<file path="config.mk">
export PLATFORM = sky130hd
export DESIGN_NAME = barrier_array_collider
export DESIGN_NICKNAME = d
export VERILOG_FILES = /design/src/rtl/barrier_array_collider_pkg.sv /design/src/rtl/barrier_array_collider_hit_check.sv /design/src/rtl/barrier_array_collider.sv
export SDC_FILE = /design/constraint.sdc
export NUM_CORES = 1
export LEC_CHECK = 0
export ABC_AREA = 1
export BUFFER_PORTS_ARGS = -buffer_cell sky130_fd_sc_hd__clkbuf_2
export CAP_MARGIN = 10
export CORE_ASPECT_RATIO = 1.4
export CORE_MARGIN = 2
export CORE_UTILIZATION = 58
export DETAILED_ROUTE_END_ITERATION = 8
export GPL_TIMING_DRIVEN = 0
export PLACE_DENSITY = 0.79
export SYNTH_ARGS = -nofsm -noshare
export SYNTH_HDL_FRONTEND = slang
export SYNTH_SLANG_ARGS = --single-unit
</file>
<file path="constraint.sdc">
create_clock -name Clk -period 15.1 [get_ports Clk]
set_clock_uncertainty 0.15 [all_clocks]
set_input_delay 0.755 -clock Clk [delete_from_list [all_inputs] [get_ports Clk]]
set_output_delay 0.755 -clock Clk [all_outputs]
set_load 0.05 [all_outputs]
</file>
<file path="src/rtl/barrier_array_collider_pkg.sv">
// Shared types for the multi-barrier collision engine: side encodings,
// barrier table entry and scan FSM states.
package barrier_pkg;

  localparam int BAR_COORD_W = 10;

  localparam logic [3:0] SIDE_NONE = 4'b0000;
  localparam logic [3:0] SIDE_R    = 4'b0001;
  localparam logic [3:0] SIDE_L    = 4'b0010;
  localparam logic [3:0] SIDE_B    = 4'b0100;
  localparam logic [3:0] SIDE_T    = 4'b1000;

  typedef struct packed {
    logic [BAR_COORD_W-1:0] x;
    logic [BAR_COORD_W-1:0] y;
    logic [BAR_COORD_W-1:0] hl;
    logic [BAR_COORD_W-1:0] hh;
    logic                   valid;
  } barrier_t;

  typedef enum logic [1:0] {
    IDLE  = 2'd0,
    LATCH = 2'd1,
    SCAN  = 2'd2,
    DONE  = 2'd3
  } scan_state_e;

  typedef logic signed [BAR_COORD_W+1:0] scoord_t;

  // Two guard bits keep edge arithmetic exact: no wrap below 0 or above max.
  function automatic scoord_t ext(input logic [BAR_COORD_W-1:0] v);
    return scoord_t'({2'b00, v});
  endfunction

endpackage

</file>
<file path="src/rtl/barrier_array_collider_hit_check.sv">
// Combinational test of one object against one barrier; returns the first
// matching side in priority order R, L, B, T, or SIDE_NONE.
module barrier_hit_check
  import barrier_pkg::*;
(
  input  logic [BAR_COORD_W-1:0] obj_x,
  input  logic [BAR_COORD_W-1:0] obj_y,
  input  logic [BAR_COORD_W-1:0] obj_size,
  input  barrier_t               bar,
  output logic [3:0]             side
);

  scoord_t o_l, o_r, o_t, o_b;
  scoord_t b_l, b_r, b_t, b_b;
  logic    x_span, y_span;

  // NOTE: every always_comb output gets a default before any branch so no latch is inferred.
  always_comb begin
    o_l = ext(obj_x) - ext(obj_size);
    o_r = ext(obj_x) + ext(obj_size);
    o_t = ext(obj_y) - ext(obj_size);
    o_b = ext(obj_y) + ext(obj_size);
    b_l = ext(bar.x) - ext(bar.hl);
    b_r = ext(bar.x) + ext(bar.hl);
    b_t = ext(bar.y) - ext(bar.hh);
    b_b = ext(bar.y) + ext(bar.hh);

    x_span = (o_r >= b_l) && (o_l <= b_r);
    y_span = (o_b >= b_t) && (o_t <= b_b);

    side = SIDE_NONE;
    if (bar.valid) begin
      // An object edge lying inside the barrier's extent, with overlap on the other axis.
      if (y_span && (o_r >= b_l) && (o_r <= b_r))      side = SIDE_R;
      else if (y_span && (o_l >= b_l) && (o_l <= b_r)) side = SIDE_L;
      else if (x_span && (o_b >= b_t) && (o_b <= b_b)) side = SIDE_B;
      else if (x_span && (o_t >= b_t) && (o_t <= b_b)) side = SIDE_T;
    end
  end

endmodule

</file>
<file path="src/rtl/barrier_array_collider.sv">
// Multi-barrier collision engine: scans a writable barrier table once per
// frame, all objects in parallel. Optional feature macro: BARRIER_DESTRUCT_EN.
module barrier_array_collider
  import barrier_pkg::*;
#(
  parameter int N_BARRIERS = 8,
  parameter int N_OBJ      = 4,
  parameter int COORD_W    = 10,
  parameter int BAR_HP     = 3
) (
  input  logic                                Clk,
  input  logic                                Reset,
  input  logic                                start,
  input  logic [N_OBJ*COORD_W-1:0]            obj_x,
  input  logic [N_OBJ*COORD_W-1:0]            obj_y,
  input  logic [N_OBJ*COORD_W-1:0]            obj_size,
  input  logic [N_OBJ-1:0]                    obj_is_bullet,
  input  logic                                bar_we,
  input  logic [$clog2(N_BARRIERS)-1:0]       bar_idx,
  input  logic [COORD_W-1:0]                  bar_x,
  input  logic [COORD_W-1:0]                  bar_y,
  input  logic [COORD_W-1:0]                  bar_hl,
  input  logic [COORD_W-1:0]                  bar_hh,
  input  logic                                bar_valid,
  output logic [N_OBJ*4-1:0]                  obj_side,
  output logic [N_OBJ-1:0]                    obj_hit,
  output logic [N_OBJ*$clog2(N_BARRIERS)-1:0] obj_hit_idx,
  output logic                                busy,
  output logic                                done
);

  localparam int IDX_W = $clog2(N_BARRIERS);

  if (COORD_W != BAR_COORD_W) begin : g_width_check
    $error("COORD_W must equal barrier_pkg::BAR_COORD_W");
  end
  if (BAR_HP < 1) begin : g_hp_check
    $error("BAR_HP must be at least 1");
  end

  scan_state_e state, state_next;
  logic [IDX_W-1:0] k;

  always_ff @(posedge Clk or posedge Reset) begin
    if (Reset) state <= IDLE;
    else       state <= state_next;
  end

  always_comb begin
    state_next = state;
    case (state)
      IDLE:    if (start) state_next = LATCH;
      LATCH:   state_next = SCAN;
      SCAN:    if (k == IDX_W'(N_BARRIERS - 1)) state_next = DONE;
      DONE:    state_next = IDLE;
      default: state_next = IDLE;
    endcase
  end

  assign busy = (state != IDLE);

  // Barrier table
  logic [COORD_W-1:0]    bx_q [N_BARRIERS];
  logic [COORD_W-1:0]    by_q [N_BARRIERS];
  logic [COORD_W-1:0]    bhl_q[N_BARRIERS];
  logic [COORD_W-1:0]    bhh_q[N_BARRIERS];
  logic [N_BARRIERS-1:0] valid_q;

  // NOTE: geometry storage is left unreset; only the valid bits need a known state after reset.
  always_ff @(posedge Clk) begin
    if (bar_we) begin
      bx_q[bar_idx]  <= bar_x;
      by_q[bar_idx]  <= bar_y;
      bhl_q[bar_idx] <= bar_hl;
      bhh_q[bar_idx] <= bar_hh;
    end
  end

  barrier_t cur_bar;
  always_comb begin
    cur_bar.x     = bx_q[k];
    cur_bar.y     = by_q[k];
    cur_bar.hl    = bhl_q[k];
    cur_bar.hh    = bhh_q[k];
    cur_bar.valid = valid_q[k] && (state == SCAN);
  end

  // Object snapshot taken in LATCH so mid-frame input motion is ignored.
  logic [N_OBJ*COORD_W-1:0] snap_x, snap_y, snap_size;
  logic [N_OBJ-1:0]         snap_bullet;

  always_ff @(posedge Clk) begin
    if (state == LATCH) begin
      snap_x      <= obj_x;
      snap_y      <= obj_y;
      snap_size   <= obj_size;
      snap_bullet <= obj_is_bullet;
    end
  end

  logic [3:0] side_now [N_OBJ];

  for (genvar i = 0; i < N_OBJ; i++) begin : g_obj
    barrier_hit_check u_hit_check (
      .obj_x    (snap_x[i*COORD_W +: COORD_W]),
      .obj_y    (snap_y[i*COORD_W +: COORD_W]),
      .obj_size (snap_size[i*COORD_W +: COORD_W]),
      .bar      (cur_bar),
      .side     (side_now[i])
    );
  end

`ifdef BARRIER_DESTRUCT_EN
  localparam int HP_W = $clog2(BAR_HP + 1);

  logic [HP_W-1:0] hp_q [N_BARRIERS];
  int              bullet_cnt;
  int              hp_cur;

  always_comb begin
    bullet_cnt = 0;
    for (int i = 0; i < N_OBJ; i++) begin
      if (snap_bullet[i] && (side_now[i] != SIDE_NONE)) bullet_cnt = bullet_cnt + 1;
    end
    hp_cur = int'(hp_q[k]);
  end

  always_ff @(posedge Clk or posedge Reset) begin
    if (Reset) begin
      valid_q <= '0;
      for (int j = 0; j < N_BARRIERS; j++) hp_q[j] <= '0;
    end else begin
      if (cur_bar.valid && (bullet_cnt != 0)) begin
        if (bullet_cnt >= hp_cur) begin
          hp_q[k]    <= '0;
          valid_q[k] <= 1'b0;
        end else begin
          hp_q[k] <= HP_W'(hp_cur - bullet_cnt);
        end
      end
      // A table write lands last so it overrides a same-cycle decrement.
      if (bar_we) begin
        valid_q[bar_idx] <= bar_valid;
        if (bar_valid) hp_q[bar_idx] <= HP_W'(BAR_HP);
      end
    end
  end
`else
  logic unused_bullet;
  assign unused_bullet = ^snap_bullet;

  always_ff @(posedge Clk or posedge Reset) begin
    if (Reset)       valid_q <= '0;
    else if (bar_we) valid_q[bar_idx] <= bar_valid;
  end
`endif

  // Accumulators and registered outputs
  logic [N_OBJ*4-1:0]     acc_side;
  logic [N_OBJ-1:0]       acc_hit;
  logic [N_OBJ*IDX_W-1:0] acc_idx;

  always_ff @(posedge Clk or posedge Reset) begin
    if (Reset) begin
      k           <= '0;
      acc_side    <= '0;
      acc_hit     <= '0;
      acc_idx     <= '0;
      obj_side    <= '0;
      obj_hit     <= '0;
      obj_hit_idx <= '0;
      done        <= 1'b0;
    end else begin
      done <= 1'b0;
      case (state)
        LATCH: begin
          k        <= '0;
          acc_side <= '0;
          acc_hit  <= '0;
          acc_idx  <= '0;
        end
        SCAN: begin
          k <= k + 1'b1;
          for (int i = 0; i < N_OBJ; i++) begin
            if (side_now[i] != SIDE_NONE) begin
              acc_side[i*4 +: 4] <= acc_side[i*4 +: 4] | side_now[i];
              if (!acc_hit[i]) begin
                acc_hit[i]               <= 1'b1;
                acc_idx[i*IDX_W +: IDX_W] <= k;
              end
            end
          end
        end
        DONE: begin
          obj_side    <= acc_side;
          obj_hit     <= acc_hit;
          obj_hit_idx <= acc_idx;
          done        <= 1'b1;
        end
        default: ;
      endcase
    end
  end

endmodule
</file>
# After elaboration in Yosys (flattened, before gate mapping)
# Memory sizes are Yosys's and may differ from the RTL's.
# Cells that the tools add are included.
totals:
  register_bits: 198
  mem_bits_rw: 320
  in_bits: 172
  out_inout_bits: 34
  n_memories: 4
classes:
  n_addsub: 21
  magnitude_cmp: 35
  n_eq_ne: 14
  n_mux: 51
  n_bitwise: 4
  reduce_logical: 58
memory_table:
  columns: ["memory", "words", "word_bits", "rd", "rd_clocked_by_memory_dff", "wr", "line_no", "source"]
  rows:
  - ["bhh_q", 8, 10, 1, 0, 1, "barrier_array_collider.sv:66", "logic [COORD_W-1:0] bhh_q[N_BARRIERS];"]
  - ["bhl_q", 8, 10, 1, 0, 1, "barrier_array_collider.sv:65", "logic [COORD_W-1:0] bhl_q[N_BARRIERS];"]
  - ["bx_q", 8, 10, 1, 0, 1, "barrier_array_collider.sv:63", "logic [COORD_W-1:0] bx_q [N_BARRIERS];"]
  - ["by_q", 8, 10, 1, 0, 1, "barrier_array_collider.sv:64", "logic [COORD_W-1:0] by_q [N_BARRIERS];"]
ops:
  columns: ["operator", "n"]
  rows:
  - ["greater-or-equal comparator 12 bit", 16]
  - ["less-or-equal comparator 12 bit", 16]
  - ["adder 10 x 10 -> 11 bit", 10]
  - ["subtractor 10 x 10 -> 11 bit", 10]
  - ["2-to-1 mux 4 bit", 24]
  - ["logical AND 1 bit", 42]
  - ["one-hot mux 16 bit (2 select lines)", 1]
  - ["2-to-1 mux 3 bit", 8]
  - ["one-hot mux 12 bit (2 select lines)", 1]
  - ["bitwise OR 4 bit", 4]
  - ["nonzero test 4 bit", 4]
  - ["!= test 2 bit, second input constant", 6]
  - ["AND reduction 3 bit", 4]
  - ["AND reduction 2 bit", 5]
  - ["2-to-1 mux 1 bit", 9]
  - ["bitwise mux 8 bit", 1]
  - ["less-than comparator 3 x 4 -> 1 bit, second input constant", 2]
  - ["!= test 2 x 1 -> 1 bit, second input constant", 4]
  - ["one-hot mux 2 bit (4 select lines)", 1]
  - ["one-hot mux 4 bit (2 select lines)", 1]
  - ["one-hot mux 3 bit (2 select lines)", 1]
  - ["== test 2 bit, second input constant", 2]
  - ["2-to-1 mux 2 bit", 2]
  - ["nonzero test 2 bit", 2]
  - ["other kinds (7)", 7]

# Logic depth before layout (Yosys ltp)
# Gate-level depths: netlist of run 1.
# An unclocked memory read counts as a cell.
depth:
  depth_word: 14
  mapped_depth: 40
  ltp_nobuf: 35

# Cells and area by module
# A second synthesis of run 1 with hierarchy kept.
unflattened:
  hier_cells: 5375
  hier_area_um2: 43892.1
by_module_without_submodules:
  columns: ["mod", "n_inst", "cells_each", "area_per_inst_um2", "seq_area_each_um2"]
  rows:
  - ["barrier_array_collider", 1, 1809, 20636.0, 15164.5]
  - ["barrier_hit_check at g_obj[3].u_hit_check", 1, 893, 5868.1, 0.0]
  - ["barrier_hit_check at g_obj[0].u_hit_check", 1, 887, 5809.3, 0.0]
  - ["barrier_hit_check at g_obj[2].u_hit_check", 1, 893, 5790.6, 0.0]
  - ["barrier_hit_check at g_obj[1].u_hit_check", 1, 893, 5788.1, 0.0]

# Worst setup path before layout of run 1
# Ideal clock, no wire load.
synth_path:
  kind: "reg2reg"
  start: "register k[0]"
  end: "register acc_idx[0]"
  setup_time_ns: 0.117
  arrival_time_ns: 5.475
  required_time_ns: 14.833
  path_slack_ns: 9.358
  path_stages_with_launch: 36
  path_buffers: 5
  cell_sequence: "dfrtp_1 > clkbuf_1 > clkbuf_1 > inv_1 > clkbuf_1 > buf_1 > nor2_1 > o22ai_1 > inv_1 > o21ai_0 > inv_1 > ha_1 > buf_4 > inv_4 > o31ai_1 > a21oi_1 > o21bai_1 > a21oi_1 > o21ai_0 > xor2_1 > ha_1 > a21oi_1 > o21ai_0 > o211ai_1 > nand4_1 > nor2_1 > nor2_1 > and2_1 > nand2_2 > nand2_1 > nor2_1 > nor2_2 > nand2_4 > nand3_2 > nand2_1 > nand2_1"
synth_between:
  elab_chain_len: 14
synth_rtl:
  columns: ["item", "line_no", "source"]
  rows:
  - ["from (decl)", "barrier_array_collider.sv:42", "logic [IDX_W-1:0] k;"]
  - ["from (signal assigned)", "barrier_array_collider.sv:183", "k <= k + 1'b1;"]
  - ["memory (8 x 10 bit), on equally long branches", null, null]
  - ["subtractor 10 x 10 -> 11 bit / adder 10 x 10 -> 11 bit (equally long branches)", "barrier_array_collider_hit_check.sv:23, barrier_array_collider_hit_check.sv:24", null]
  - ["greater-or-equal comparator 12 bit / less-or-equal comparator 12 bit (equally long branches)", "barrier_array_collider_hit_check.sv:28, barrier_array_collider_hit_check.sv:34, barrier_array_collider_hit_check.sv:35", null]
  - ["logical AND 1 bit", "barrier_array_collider_hit_check.sv:28", "x_span = (o_r >= b_l) && (o_l <= b_r);"]
  - ["logical AND 1 bit (2 in series)", "barrier_array_collider_hit_check.sv:37", "else if (x_span && (o_t >= b_t) && (o_t <= b_b)) side = SIDE_T;"]
  - ["2-to-1 mux 4 bit", "barrier_array_collider_hit_check.sv:37", null]
  - ["2-to-1 mux 4 bit", "barrier_array_collider_hit_check.sv:36", "else if (x_span && (o_b >= b_t) && (o_b <= b_b)) side = SIDE_B;"]
  - ["2-to-1 mux 4 bit", "barrier_array_collider_hit_check.sv:35", "else if (y_span && (o_l >= b_l) && (o_l <= b_r)) side = SIDE_L;"]
  - ["2-to-1 mux 4 bit", "barrier_array_collider_hit_check.sv:34", "if (y_span && (o_r >= b_l) && (o_r <= b_r)) side = SIDE_R;"]
  - ["2-to-1 mux 4 bit", "barrier_array_collider_hit_check.sv:32", "if (bar.valid) begin"]
  - ["nonzero test 4 bit", "barrier_array_collider.sv:185", "if (side_now[i] != SIDE_NONE) begin"]
  - ["!= test 2 x 1 -> 1 bit (no line)", null, null]
  - ["AND reduction 3 bit (no line)", null, null]
  - ["to (signal, indexed assignment)", "barrier_array_collider.sv:189", "acc_idx[i*IDX_W +: IDX_W] <= k;"]
  - ["to (decl)", "barrier_array_collider.sv:161", "logic [N_OBJ*IDX_W-1:0] acc_idx;"]
# Parallel ways exist; a longest one is shown, timed or not. The select of a mux whose other input is x is not followed.
# A chain may end at the register's enable or synchronous reset.

# Worst setup path in the final report of run 1
layout_path:
  start: "register k[0]"
  end: "register acc_idx[11]"
layout_between:
  elab_chain_len: 14
layout_rtl:
  columns: ["item", "line_no"]
  rows:
  - ["memory (8 x 10 bit), on equally long branches", null]
  - ["subtractor 10 x 10 -> 11 bit / adder 10 x 10 -> 11 bit (equally long branches)", "barrier_array_collider_hit_check.sv:23, barrier_array_collider_hit_check.sv:24"]
  - ["greater-or-equal comparator 12 bit / less-or-equal comparator 12 bit (equally long branches)", "barrier_array_collider_hit_check.sv:28, barrier_array_collider_hit_check.sv:34, barrier_array_collider_hit_check.sv:35"]
  - ["logical AND 1 bit", "barrier_array_collider_hit_check.sv:28"]
  - ["logical AND 1 bit (2 in series)", "barrier_array_collider_hit_check.sv:37"]
  - ["2-to-1 mux 4 bit", "barrier_array_collider_hit_check.sv:37"]
  - ["2-to-1 mux 4 bit", "barrier_array_collider_hit_check.sv:36"]
  - ["2-to-1 mux 4 bit", "barrier_array_collider_hit_check.sv:35"]
  - ["2-to-1 mux 4 bit", "barrier_array_collider_hit_check.sv:34"]
  - ["2-to-1 mux 4 bit *", "barrier_array_collider_hit_check.sv:32"]
  - ["nonzero test 4 bit *", "barrier_array_collider.sv:185"]
  - ["!= test 2 x 1 -> 1 bit (no line) *", null]
  - ["AND reduction 3 bit (no line) *", null]
# Mark *: on every way between the ends. The rest lies on a longest branch, timed or not. The select of a mux whose other input is x is not followed.

==> results of run 1 <==
[worst paths after layout]
path | from | to | slack (ns) | cells after the start
hold reg to reg | acc_idx[6]$_DFFE_PP0P_ | acc_idx[6]$_DFFE_PP0P_ | 0.32 | 2
max in group asynchronous | Reset | acc_side[13]$_DFFE_PP0P_ | 13.75 | 4
setup reg to reg | k[0]$_DFFE_PP0P_ | acc_idx[11]$_DFFE_PP0P_ | 6.72 | 33
setup / recovery | k[0]$_DFFE_PP0P_ | acc_idx[11]$_DFFE_PP0P_ | 6.72 | 33
hold / removal | obj_y[29] | snap_y[29]$_DFFE_PN_ | 0.15 | 1
min in group asynchronous | Reset | obj_hit_idx[4]$_DFFE_PP0P_ | 0.48 | 3
[per-stage QoR]
stage	std cells	util (%)	instance area [µm²]	hold slack [ns]	setup slack (ns)
3_5_place_dp	4968	62.9	38400	0.314	6.91
5_1_grt	5060	65.7	40100	0.129	6.22
4_1_cts	5057	65.7	40100	0.127	6.89
2_1_floorplan	3933	-	35900	0.286	9.36
3_3_place_gp	4951	62.1	37900	0.308	6.71
6_report	5060	65.7	40100	0.149	6.72
[registers in the layout (all words and copies together), names as in the netlist]
register     count
bhh_q           80
bhl_q           80
bx_q            80
by_q            80
snap_size       40
snap_x          40
snap_y          40
acc_side        16
obj_side        16
acc_idx         12
obj_hit_idx     12
valid_q          8
acc_hit          4
obj_hit          4
k                3
state            2
done             1
[cells by family after synthesis]
logic type	Yosys count	share of synthesized area (%)
AO/OA/AOI/OAI	779	12.3
XOR/XNOR	136	3.32
adder cells (fa/ha/maj)	517	18.4
buffers and inverters	586	6.44
flip-flops	518	42.2
multiplexers	24	0.753
AND/OR/NAND/NOR	1373	16.5
[metal layers]
layer	GRT usage, %	part of all wire [%]
met5	0	0
met4	24.9	8.5
met3	5.52	6.7
met2	57.1	50
met1	32.4	35
[layout by cell type (no fill, tap or decap), types with 12 or more instances in the layout]
cell | Yosys | final
o21ai_1 | 15 | 15
nand3_2 | 14 | 14
buf_4 | 11 | 14
clkbuf_16 | 0 | 50
a211oi_1 | 17 | 17
nor3_1 | 32 | 32
dfrtp_1 | 78 | 78
ha_1 | 496 | 495
a31oi_1 | 53 | 53
a21oi_1 | 244 | 244
edfxtp_1 | 440 | 440
fa_1 | 20 | 20
a21o_1 | 19 | 19
mux2_2 | 24 | 24
nand2_2 | 17 | 17
o31ai_1 | 14 | 14
nand2_1 | 624 | 624
clkbuf_2 | 1 | 202
clkbuf_1 | 66 | 70
nand3_1 | 150 | 150
o21bai_1 | 12 | 12
nand3b_1 | 18 | 18
inv_2 | 17 | 17
xor2_1 | 123 | 112
nor2_1 | 398 | 390
o22ai_1 | 64 | 64
inv_1 | 450 | 449
nor4_1 | 13 | 13
o21ai_0 | 279 | 279
o211ai_1 | 17 | 17
buf_2 | 23 | 23
nand4_1 | 77 | 77
[cell usage after synthesis (all sizes together)]
cell type | instances | share of area, %
nand2 | 647 | 7.0
ha | 496 | 17
inv | 472 | 5.0
edfxtp | 440 | 37
nor2 | 408 | 4.3
o21ai | 300 | 4.2
a21oi | 250 | 3.5
nand3 | 164 | 2.5
xor2 | 123 | 3.0
dfrtp | 78 | 5.4
nand4 | 77 | 1.3
clkbuf | 67 | 0.70
o22ai | 64 | 1.1
a31oi | 54 | 0.96
buf | 44 | 0.74
nor3 | 33 | 0.47
mux2 | 24 | 0.75
fa | 20 | 1.1
a21o | 19 | 0.40
nand3b | 19 | 0.41
a211oi | 18 | 0.39
o211ai | 17 | 0.36
nor4 | 15 | 0.30
o31ai | 15 | 0.33
xnor2 | 13 | 0.32
o21bai | 12 | 0.25
a21boi | 7 | 0.15
a221oi | 5 | 0.12
o2111ai | 5 | 0.12
o21a | 5 | 0.10
and3 | 4 | 0.070
clkinv | 3 | 0.031
and2 | 2 | 0.035
nor3b | 2 | 0.042
o311ai | 2 | 0.049
or2 | 2 | 0.035
a211o | 1 | 0.024
a22oi | 1 | 0.021
a31o | 1 | 0.024
a41oi | 1 | 0.024
maj3 | 1 | 0.028
o211a | 1 | 0.028
o221ai | 1 | 0.024
[final cells by class]
| cell class | count | share of cell area [%] |
|---|---|---|
| clock inverter | 30 | 0.935 |
| timing repair buffer | 221 | 3.35 |
| inverter | 475 | 4.48 |
| antenna | 1 | 0.00624 |
| buffer | 111 | 1.29 |
| clock buffer | 58 | 3.28 |
| sequential | 518 | 37.8 |
| tap | 817 | 2.55 |
| multi-input combinational | 2829 | 46.3 |
[worst reg2reg max path: cells and delay by family, from the launching register on]
| family | cells | cell delay [ns] |
|---|---|---|
| AOI/OAI and AO/OA | 10 | 2.40 |
| xor gates and xnor gates | 1 | 0.87 |
| adders and majority gates | 2 | 0.75 |
| buffers and inverters | 9 | 2.13 |
| DFF | 1 | 0.38 |
| and+or+nand+nor | 11 | 1.59 |
[what timing repair did]
item | CTS | global route
endpoints found under the setup margin | 0 | 0
hold endpoints to repair | 21 | 0
hold buffers | 1 | 0
==> results_dict.tcl, run 1 <==
set metrics [dict create \
    drive_gt1_share_pct 11.2 \
    path_buf_inv 9 \
    cpLargestDelayFamily "compound AO/OA/AOI/OAI gates" \
    grt_usage_pct 31.7 \
    wl_per_cell_um 20.3 \
    syn_avg_cell_area_um2 9.13 \
    fin_crit_sh_pct 55.5 \
    core_area_mm2 0.0610 \
    crit_type "reg2reg" \
    areaGrowthSynthToFinish_pct 11.8 \
    setup_viol 0 \
    hpwl_um 78500 \
    die_x_um 214 \
    cp_slowest_cell "xor2_2" \
    min-delay-path-class "in2reg" \
    first_iter_violations 2214 \
    arrival_ns 8.75 \
    yosysWarnings 0 \
    slew_viol_final 0 \
    clkSinkCount 518 \
    nFillCells 4929 \
    seq_area_frac_synth_pct 42.2 \
    die-area_mm2 0.0639 \
    crit_path_end_kind "flop" \
    critical_path_required_ns 15.47 \
    via_per_inst 5.88 \
    grt_pass1_wl_um 157000 \
    numCtsBuffers 48 \
    crit_path_start_kind "flop" \
    detailroute.via_count 29800 \
    dieHeight_um 298 \
    cp_max_fo 10 \
    synthCells 3933 \
    finalHoldViolations 0 \
    worst_pin_slew_ns 1.33 \
    grt_overflow 0 \
    cts_htree_levels 2 \
    drc 0 \
    cts_tree "built" \
    period_needed_ns 8.38 \
    relSlewSlack_pct 11.1 \
    cts_resized 0 \
    grt_max_degree 73 \
    final_nets 4892 \
    drt_wl_total_um 103000 \
    synth_cell_type_count 64 \
    ys_ff_latch 518 \
    io_pins 206 \
    antenna_found_initial 1 \
    mappedNetlistArea_mm2 0.0359 \
    clk-insertion-delay-late_ns 0.63 \
    drv_cap 0 \
    cts_buffer_depth 3 \
    start_util_pct 58.8 \
    rows 107 \
    cts_root_buffer "clkbuf_16" \
    place.gp.congestion 0.957 \
    portBuffers 201 \
    tns_ns 0 \
    cts_setup_buffers 0 \
    multi_input_area_mm2 0.0186 \
    rsz0062_at_grt "false" \
    grt_pass1_vias 29800 \
    seqCellArea_mm2 0.0152 \
    path_common_cell "inv_1" \
    ant_nets 0 \
    max_stage_delay_ns 0.87 \
    first_pass_iters 6 \
    syn_nets 4621 \
    status "completed" \
    fmax_mhz 119 \
    clk_pin_slew_ns 0.06 \
]
Power of run 1 is not shown: default switching activity piles up to over one toggle a cycle in this logic, so the estimate is an artifact.
==> run 2: changes to the inputs <==
--- a/config.mk
+++ b/config.mk
@@ -10,10 +10,10 @@
 export CAP_MARGIN = 10
 export CORE_ASPECT_RATIO = 1.4
 export CORE_MARGIN = 2
-export CORE_UTILIZATION = 58
+export CORE_UTILIZATION = 57
 export DETAILED_ROUTE_END_ITERATION = 8
 export GPL_TIMING_DRIVEN = 0
-export PLACE_DENSITY = 0.79
+export PLACE_DENSITY = 0.81
 export SYNTH_ARGS = -nofsm -noshare
 export SYNTH_HDL_FRONTEND = slang
 export SYNTH_SLANG_ARGS = --single-unit
==> constraint.sdc (replaced) <==
create_clock -name Clk -period 7 [get_ports Clk]
set_clock_uncertainty 0.15 [all_clocks]
set_input_delay 0.35 -clock Clk [delete_from_list [all_inputs] [get_ports Clk]]
set_output_delay 0.35 -clock Clk [all_outputs]
set_load 0.05 [all_outputs]
==> run 2 against run 1 <==
Against the previous run: non-clock buffer count up 177; critical path depth decreased by 2; first-iteration DRC count grew 15%; hold slack better by 0.088 ns; core utilization grew 1.8 points; setup slack got worse by 6.5 ns; via count is 3.7% higher; sequential share of layout area shrank 1.7 points; highest routed layer unchanged.
==> results_dict.tcl, run 2 (same netlist as run 1, synthesis figures left out) <==
set metrics [dict create \
    die_x_um 216 \
    areaGrowthSynthToFinish_pct 16.9 \
    hold_end "bhl_q[7][1]$_DFFE_PP_" \
    hp-start "bar_idx[1]" \
    portBuffers 201 \
    ant_nets 0 \
    period_needed_ns 6.81 \
    path_common_cell "nand2_1" \
    fin_cells 5243 \
    io_pins 206 \
    final_cell_mix "nand2_1 (624), ha_1 (495), inv_1 (448)" \
    finalHoldViolations 0 \
    grt_usage_pct 32.8 \
    hpwl_um 78800 \
    status "completed" \
    cp_slowest_cell "o21ai_0" \
    worst_pin_slew_ns 1.19 \
    r2r_end "acc_side[4]$_DFFE_PP0P_" \
    fin_crit_sh_pct 97.3 \
    worst_slack_ns 0.190 \
    r2r-start "k[1]$_DFFE_PP0P_" \
    grt_max_degree 73 \
    drt_wl_total_um 108000 \
    num_antenna_cells 0 \
    fmax_mhz 147 \
    drv_cap 0 \
    drive_gt1_share_pct 11.8 \
    cp_max_fo 10 \
    final_util_pct 67.5 \
    cts_tree "built" \
    min-delay-path-class "in2reg" \
    hold_depth 3 \
    arrival_ns 7.16 \
    critical_path_required_ns 7.35 \
    setup_viol 0 \
    max_stage_delay_ns 0.54 \
    grt_pass1_wl_um 166000 \
    crit_path_end_kind "flop" \
    start_util_pct 57.8 \
    drc 0 \
    rows 108 \
    numCtsBuffers 48 \
    clk-insertion-delay-late_ns 0.62 \
    wl_per_cell_um 20.5 \
    cts_buffer_depth 3 \
    die-area_mm2 0.0650 \
    grt_overflow 0 \
    antenna_found_initial 0 \
    clk_pin_slew_ns 0.07 \
    layout_commonest_cell "nand2_1" \
    via_per_inst 5.89 \
    relSlewSlack_pct 20.5 \
    first_pass_iters 6 \
    detailroute.via_count 30900 \
    place.gp.congestion 0.967 \
    dieHeight_um 301 \
    final_nets 5069 \
    grt_pass1_vias 31400 \
    clkSinkCount 518 \
    crit_type "reg2reg" \
    cts_root_buffer "clkbuf_16" \
    r2r_slack_ns 0.19 \
    slew_viol_final 0 \
    core_area_mm2 0.0622 \
    pre_cts_slack_ns -1.12 \
    rr_worst_depth 31 \
    first_iter_violations 2550 \
    cts_htree_levels 2 \
    place_inst 4973 \
    crit_path_start_kind "flop" \
]
-- run 2: changes by cell type in the layout (fill, tap and decap cells not counted), moves of 9 or more --
cell	change
buf_4	+16
clkbuf_1	-14
clkbuf_2	+17
dlygate4sd3_1	+163
o21ai_0	-10
xor2_1	-9
xor2_4	+11
-- run 2: layout make-up --
class                   instances  area (µm²)
flip-flops and latches        518       15200
clock buffers                  60        1280
fillers                      4735       20200
plain buffers                 110         547
repair buffers                399        3090
multi-input cells            2829       18800
inverters                     475        1800
well taps                     825        1030
clock inverters                27         223
-- run 2: worst max-delay path: cells and delay by family, from the launching register on --
family          cells  cell delay, ns
simple gates       14            1.76
compound gates      8            1.73
buf+inv             5            1.19
fa+ha+maj           3            1.07
flops               1            0.39
xor+xnor            1            0.39
-- run 2: through the flow --
stage	setup TNS (ns)	hold slack [ns]	area, µm²
2_1_floorplan	0	0.286	35900
3_3_place_gp	-38.96	0.305	37900
3_5_place_dp	-29.14	0.0874	38400
4_1_cts	0	0.231	41800
5_1_grt	-0.237	0.259	42000
6_report	0	0.237	42000
-- run 2: worst max-delay path by stage --
stage | startpoint | to | slack [ns] | cells past startpoint
final | k[1]$_DFFE_PP0P_ | acc_side[4]$_DFFE_PP0P_ | 0.19 | 31
after detailed placement | k[0]$_DFFE_PP0P_ | acc_idx[9]$_DFFE_PP0P_ | -1.12 | 33
after global placement | k[0]$_DFFE_PP0P_ | acc_idx[9]$_DFFE_PP0P_ | -1.45 | 30
after CTS | k[1]$_DFFE_PP0P_ | acc_side[4]$_DFFE_PP0P_ | 0.009 | 34
after floorplan | k[0]$_DFFE_PP0P_ | acc_idx[0]$_DFFE_PP0P_ | 1.26 | 35
after global routing | k[1]$_DFFE_PP0P_ | acc_side[4]$_DFFE_PP0P_ | -0.07 | 32
-- run 2: repair_timing --
action | 4_1_cts | 5_1_grt
hold endpoints to repair | 527 | 0
buffers inserted | 9 | 11
gates resized for setup | 34 | 45
hold buffers | 164 | 0
pin swaps | 4 | 5
setup endpoints to repair | 32 | 30
-- run 2: metal layers --
metal | global-route usage, % | part of all wire, %
met5 | 0 | 0
met4 | 25.7 | 8.8
met3 | 5.22 | 6.8
met2 | 59.2 | 50
met1 | 33.9 | 34
Power of run 2 is left out for the same reason.
